[config.mk]
export PLATFORM = sky130hd
export DESIGN_NAME = rvtu_dfp_rr_arb
export DESIGN_NICKNAME = d
export VERILOG_FILES = /design/src/rtl/rvtu_arb_pkg.sv /design/src/rtl/rvtu_rr_picker.sv /design/src/rtl/rvtu_dfp_rr_arb.sv
export SDC_FILE = /design/constraint.sdc
export NUM_CORES = 1
export LEC_CHECK = 0
export CAP_MARGIN = 20
export CORE_AREA = 2 2 96 98
export DETAILED_ROUTE_END_ITERATION = 8
export DIE_AREA = 0 0 98 100
export PLACE_DENSITY = 0.9
export SLEW_MARGIN = 20
export SYNTH_ARGS = -nofsm -noshare
export SYNTH_HDL_FRONTEND = slang
export SYNTH_SLANG_ARGS = --single-unit
[constraint.sdc]
create_clock -name clk -period 6.9 [get_ports clk]
set_input_delay 2.07 -clock clk [delete_from_list [all_inputs] [get_ports clk]]
set_output_delay 2.07 -clock clk [all_outputs]
set_load 0.05 [all_outputs]
[src/rtl/rvtu_arb_pkg.sv]
// Shared types and helpers for the DFP round-robin arbiters.
package rvtu_arb_pkg;

  typedef enum logic [2:0] {
    IDLE,
    REQ,
    ADDR,
    WDATA,
    RDATA
  } arb_state_t;

  typedef enum logic {
    OP_READ,
    OP_WRITE
  } dfp_op_t;

  // Bit width needed to index n items; never below 1 so single-item cases stay legal.
  function automatic int unsigned clog2_min1(input int unsigned n);
    return (n <= 1) ? 1 : $clog2(n);
  endfunction

endpackage

[src/rtl/rvtu_rr_picker.sv]
// Combinational round-robin picker: first set request at or after ptr, wrapping.
module rvtu_rr_picker
  import rvtu_arb_pkg::*;
#(
  parameter int unsigned NUM_CH = 4,
  localparam int unsigned IDX_W = clog2_min1(NUM_CH)
) (
  input  logic [NUM_CH-1:0] req,
  input  logic [IDX_W-1:0]  ptr,
  output logic [NUM_CH-1:0] gnt,
  output logic [IDX_W-1:0]  idx
);

  logic [IDX_W-1:0] cand;
  logic             hit;

  always_comb begin
    gnt  = '0;
    idx  = '0;
    cand = '0;
    hit  = 1'b0;
    for (int unsigned k = 0; k < NUM_CH; k++) begin
      cand = IDX_W'((32'(ptr) + k) % NUM_CH);
      if (!hit && req[cand]) begin
        hit       = 1'b1;
        gnt[cand] = 1'b1;
        idx       = cand;
      end
    end
  end

endmodule

[src/rtl/rvtu_dfp_rr_arb.sv]
// N-channel round-robin arbiter for the DFP request/ack/burst protocol.
// Owns one transaction at a time and steers read beats back to its owner.
module rvtu_dfp_rr_arb
  import rvtu_arb_pkg::*;
#(
  parameter int unsigned NUM_CH    = 4,
  parameter int unsigned DATA_W    = 32,
  parameter int unsigned BURST_LEN = 4
) (
  input  logic                           clk,
  input  logic                           rst_n,
  input  logic [NUM_CH-1:0]              ch_read,
  input  logic [NUM_CH-1:0]              ch_write,
  input  logic [NUM_CH-1:0][DATA_W-1:0]  ch_wdata,
  output logic [NUM_CH-1:0]              ch_ack,
  output logic [NUM_CH-1:0]              ch_rdata_valid,
  output logic [DATA_W-1:0]              ch_rdata,
  output logic                           mem_read,
  output logic                           mem_write,
  output logic [DATA_W-1:0]              mem_wdata,
  input  logic                           mem_ack,
  input  logic                           mem_rdata_valid,
  input  logic [DATA_W-1:0]              mem_rdata,
  output logic                           busy,
  output logic [$clog2(NUM_CH)-1:0]      owner,
  output logic                           err_stray_rdata
);

  localparam int unsigned OW = clog2_min1(NUM_CH);
  localparam int unsigned BW = clog2_min1(BURST_LEN + 1);

  arb_state_t      state_q, state_d;
  dfp_op_t         op_q, op_d;
  logic [OW-1:0]   owner_q, owner_d;
  logic [OW-1:0]   rr_ptr_q, rr_ptr_d;
  logic [BW-1:0]   beat_cnt_q, beat_cnt_d;
  logic            err_q, err_d;

  logic [NUM_CH-1:0] pick_gnt;
  logic [OW-1:0]     pick_idx;

  rvtu_rr_picker #(
    .NUM_CH (NUM_CH)
  ) u_picker (
    .req (ch_read | ch_write),
    .ptr (rr_ptr_q),
    .gnt (pick_gnt),
    .idx (pick_idx)
  );

  always_comb begin
    state_d    = state_q;
    op_d       = op_q;
    owner_d    = owner_q;
    rr_ptr_d   = rr_ptr_q;
    beat_cnt_d = beat_cnt_q;
    err_d      = err_q | (mem_rdata_valid && (state_q != RDATA));
    case (state_q)
      IDLE: begin
        if (|pick_gnt) begin
          owner_d  = pick_idx;
          // a channel raising both read and write is treated as a read
          op_d     = (|(pick_gnt & ch_read)) ? OP_READ : OP_WRITE;
          rr_ptr_d = (pick_idx == OW'(NUM_CH - 1)) ? '0 : pick_idx + OW'(1);
          state_d  = REQ;
        end
      end
      REQ: begin
        if (mem_ack) begin
          beat_cnt_d = '0;
          state_d    = ADDR;
        end
      end
      ADDR: begin
        beat_cnt_d = '0;
        state_d    = (op_q == OP_WRITE) ? WDATA : RDATA;
      end
      WDATA: begin
        if (beat_cnt_q == BW'(BURST_LEN - 1)) begin
          state_d = IDLE;
        end else begin
          beat_cnt_d = beat_cnt_q + BW'(1);
        end
      end
      RDATA: begin
        if (mem_rdata_valid) begin
          beat_cnt_d = beat_cnt_q + BW'(1);
          if (beat_cnt_q == BW'(BURST_LEN - 1)) begin
            state_d = IDLE;
          end
        end
      end
      default: state_d = IDLE;
    endcase
  end

  always_comb begin
    busy           = (state_q != IDLE);
    mem_read       = (state_q == REQ) && (op_q == OP_READ);
    mem_write      = (state_q == REQ) && (op_q == OP_WRITE);
    ch_ack         = '0;
    ch_rdata_valid = '0;
    ch_rdata       = mem_rdata;
    mem_wdata      = '0;
    if ((state_q == REQ) && mem_ack) begin
      ch_ack[owner_q] = 1'b1;
    end
    if ((state_q == ADDR) || (state_q == WDATA)) begin
      mem_wdata = ch_wdata[owner_q];
    end
    if ((state_q == RDATA) && mem_rdata_valid) begin
      ch_rdata_valid[owner_q] = 1'b1;
    end
    owner           = owner_q;
    err_stray_rdata = err_q;
  end

  always_ff @(posedge clk) begin
    if (!rst_n) begin
      state_q    <= IDLE;
      op_q       <= OP_READ;
      owner_q    <= '0;
      rr_ptr_q   <= '0;
      beat_cnt_q <= '0;
      err_q      <= 1'b0;
    end else begin
      state_q    <= state_d;
      op_q       <= op_d;
      owner_q    <= owner_d;
      rr_ptr_q   <= rr_ptr_d;
      beat_cnt_q <= beat_cnt_d;
      err_q      <= err_d;
    end
  end

endmodule

==> impl_metrics.py <==
metrics = {
    "sta": {
        "period_minus_slack_ns": 6.04,
        "worst_slew_pin_slew_ns": 0.922,
        "fin_setup_tns_ns": 0,
        "grt_setup_unrepaired": "no",
        "slew_headroom_pct": 38.5,
        "fin_crit_sh_pct": 87.6,
        "max_freq_mhz": 165,
        "setup_violations": 0,
        "finalHoldViolCount": 0,
        "clock_skew_ns": 0.00446,
        "slew_violations": 0,
    },
    "power_and_ir_drop": {
        "clkPwrFrac_pct": 6.3,
        "pwr-share-seq_pct": 16.6,
        "p_int_uw": 600,
        "p_sw_share_pct": 49.9,
        "p_leak_uw": 0.00142,
        "p_per_area_nw_per_um2": 276,
        "total_power_uw": 1200,
        "p_comb_share_pct": 77.0,
        "ir_drop_uv": 193,
        "switching_power_uw": 598,
    },
    "route": {
        "wire_per_inst_um": 20.3,
        "via_per_inst": 5.42,
        "vias": 2923,
        "ant_nets": 0,
        "drc": 0,
        "first_pass_iters": 4,
        "first_iter_violations": 155,
        "wirelength_mm": 11.0,
    },
    "clocking": {
        "cts_hold_buf": 0,
        "clockBufferDepth": 2,
        "root_buffer": "clkbuf_8",
        "clkSlewWorstSetupHoldPaths_ns": 0.05,
        "cts_resized": 0,
        "cts_tree": "yes",
        "cts_buffers": 3,
        "clock-sinks": 12,
        "cts_max_level": 1,
        "postCtsSetupBuffers": 0,
        "clk_latency_ns": 0.24,
    },
    "min_path": {
        "min_path_cells": 2,
        "hp-class": "reg2reg",
        "worstHoldStart": "beat_cnt_q[2]$_SDFFE_PN0P_",
    },
    "logic_synthesis": {
        "yosys.cell_types.count": 58,
        "synth_seq_area_share_pct": 9.20,
        "postSynthCellCount": 285,
        "avgSynthCellArea_um2": 9.16,
        "ys_seq_elements": 12,
        "synth_ff_type": "dfxtp_1",
        "yosysWarnings": 0,
        "synthesis.nets": 467,
        "syn_area_um2": 2610,
        "synth_edf_count": 0,
        "async_flop_share_pct": 0,
    },
    "global_route": {
        "antenna_found_initial": 0,
        "overflow": 0,
        "grt_util_met1_pct": 24.9,
        "grt_pass1_wl_mm": 15.8,
        "top_usage_layer": "met2",
        "use_met3_pct": 5.29,
        "grt_max_degree": 40,
        "first_global_vias": 2872,
        "grtUsageMet2_pct": 35.9,
        "grt_usage_pct": 20.6,
    },
    "layout": {
        "fillCellCount": 819,
        "final-instance-count-excl-fill": 539,
        "drive_gt1_share_pct": 14.3,
        "nNetsFinal": 611,
        "area_growth_pct": 66.0,
        "diodes": 0,
    },
    "flow_run": {
        "maxCapViolCount": 0,
    },
    "placement": {
        "port_buffers": 185,
        "place_congestion": 0.940,
        "hpwl_mm": 9.17,
        "placed_cells_incl_taps": 535,
    },
    "critical_path": {
        "crit_path_max_fanout": 1,
        "crit_required_ns": 4.83,
        "ff2ff_setup_slack_ns": 3.51,
        "r2r_cells": 9,
        "startpoint_type": "input port",
        "endpoint_kind": "output port",
        "crit_type": "in2out",
        "arrival_ns": 3.97,
        "critPathLaunch": "ch_wdata[89]",
    },
    "status": {
        "outcome": "complete, no violations",
    },
    "die": {
        "die_area_um2": 9800,
        "fp.dieH_um": 100,
        "ioPinCount": 250,
        "rows": 35,
        "core_area_um2": 8890,
        "dieWidth_um": 98,
        "start_util_pct": 29.4,
    },
}
## layout make-up
class	instances	area, µm²	area share (%)
Tap cell	111	139	3.21
Clock buffer	4	55.1	1.27
Inverter	9	33.8	0.780
Timing Repair Buffer	187	1870	43.1
Sequential cell	12	243	5.60
Multi-Input combinational cell	216	2000	46.1
## path summary, 6_finish.rpt
kind,to
worst min register to register,beat_cnt_q[2]$_SDFFE_PN0P_
worst max-delay path,mem_wdata[25]
worst min-delay path,beat_cnt_q[2]$_SDFFE_PN0P_
worst max register to register,register
## cell usage after synthesis, types with 2 or more instances
master | count | share of area (%)
o41ai_1 | 5 | 1.7
clkbuf_8 | 2 | 1.1
nor3_1 | 8 | 1.5
o21ai_1 | 2 | 0.38
o31ai_1 | 2 | 0.58
a21oi_1 | 11 | 2.1
nand3_1 | 15 | 2.9
buf_1 | 3 | 0.43
ha_1 | 10 | 4.8
buf_6 | 2 | 0.86
nand2_1 | 13 | 1.9
buf_4 | 33 | 9.5
mux4_2 | 33 | 28
nor2_1 | 21 | 3.0
a211oi_2 | 5 | 2.4
a32oi_1 | 2 | 0.67
o21ai_0 | 3 | 0.58
nor4_2 | 2 | 0.96
o2111ai_1 | 2 | 0.67
o22ai_1 | 5 | 1.2
inv_1 | 7 | 1.0
or2_2 | 2 | 0.48
and2_1 | 2 | 0.48
dfxtp_1 | 12 | 9.2
nor4b_2 | 2 | 1.2
nand2b_1 | 7 | 1.7
or3_1 | 2 | 0.48
clkbuf_1 | 7 | 1.0
o2bb2ai_1 | 4 | 1.3
nor2b_1 | 33 | 7.9
## metrics by stage
stage               hold slack, ns  utilization, %  instance area [µm²]  worst slack, ns
finish                       0.454            48.7                 4330            0.856
global route                 0.492            48.7                 4330            0.831
CTS                          0.457            48.7                 4330            0.850
detailed placement           0.449            48.1                 4280            0.865
global placement             0.442            48.1                 4280            0.840
floorplan                    0.432               -                 2610             1.58
## power by group through the flow
stage          combinational (µW)  clock [µW]  sequential [µW]
6_report                      923        75.8              199
3_5_place_dp                  917           0              203
5_1_grt                       980        81.1              213
4_1_cts                       924        77.5              202
2_1_floorplan                 771           0              129
3_3_place_gp                  903           0              197
## per-layer routing
metal	vias up	part of all wire (%)
met5	-	0
met4	0	2.5
met3	20	9.5
met2	183	49
met1	1378	39
li1	1342	-
## layout by cell type (no fill, tap or decap), drive strengths merged, types with 4 or more instances in the layout
master	synthesis	layout
a21oi	11	11
o41ai	5	5
inv	8	8
o22ai	5	5
o2bb2ai	4	4
nor2	21	21
clkbuf	9	4
nor2b	33	33
a211oi	6	6
o21ai	5	5
dfxtp	12	12
nor3	8	8
ha	10	10
nand2b	7	7
nand2	13	13
mux4	33	33
clkdlybuf4s50	0	185
nand3	15	15
## sequential cells by signal, summed over array words and instances, names as in the netlist, named ones only
register / cells
beat_cnt_q: 3
state_q: 3
owner: 2
err_stray_rdata: 1
op_q: 1
rr_ptr_q: 1
## critical path, cell delays in order
cell             delay (ns)
clkdlybuf4s50_1        0.48
mux4_2                 0.27
nor2b_1                0.28
clkdlybuf4s50_1        0.86
## kinds of logic (layout without fill, tap and decap cells)
logic type / Yosys count / after routing / share of synthesized area [%]
buf+inv: 57 / 200 / 14.3
xor+xnor: 1 / 1 / 0.336
simple gates: 116 / 116 / 25.4
fa+ha+maj: 10 / 10 / 4.79
flops: 12 / 12 / 9.20
compound gates: 53 / 53 / 16.3
mux: 36 / 36 / 29.7
(Power assumes the default switching activity.)
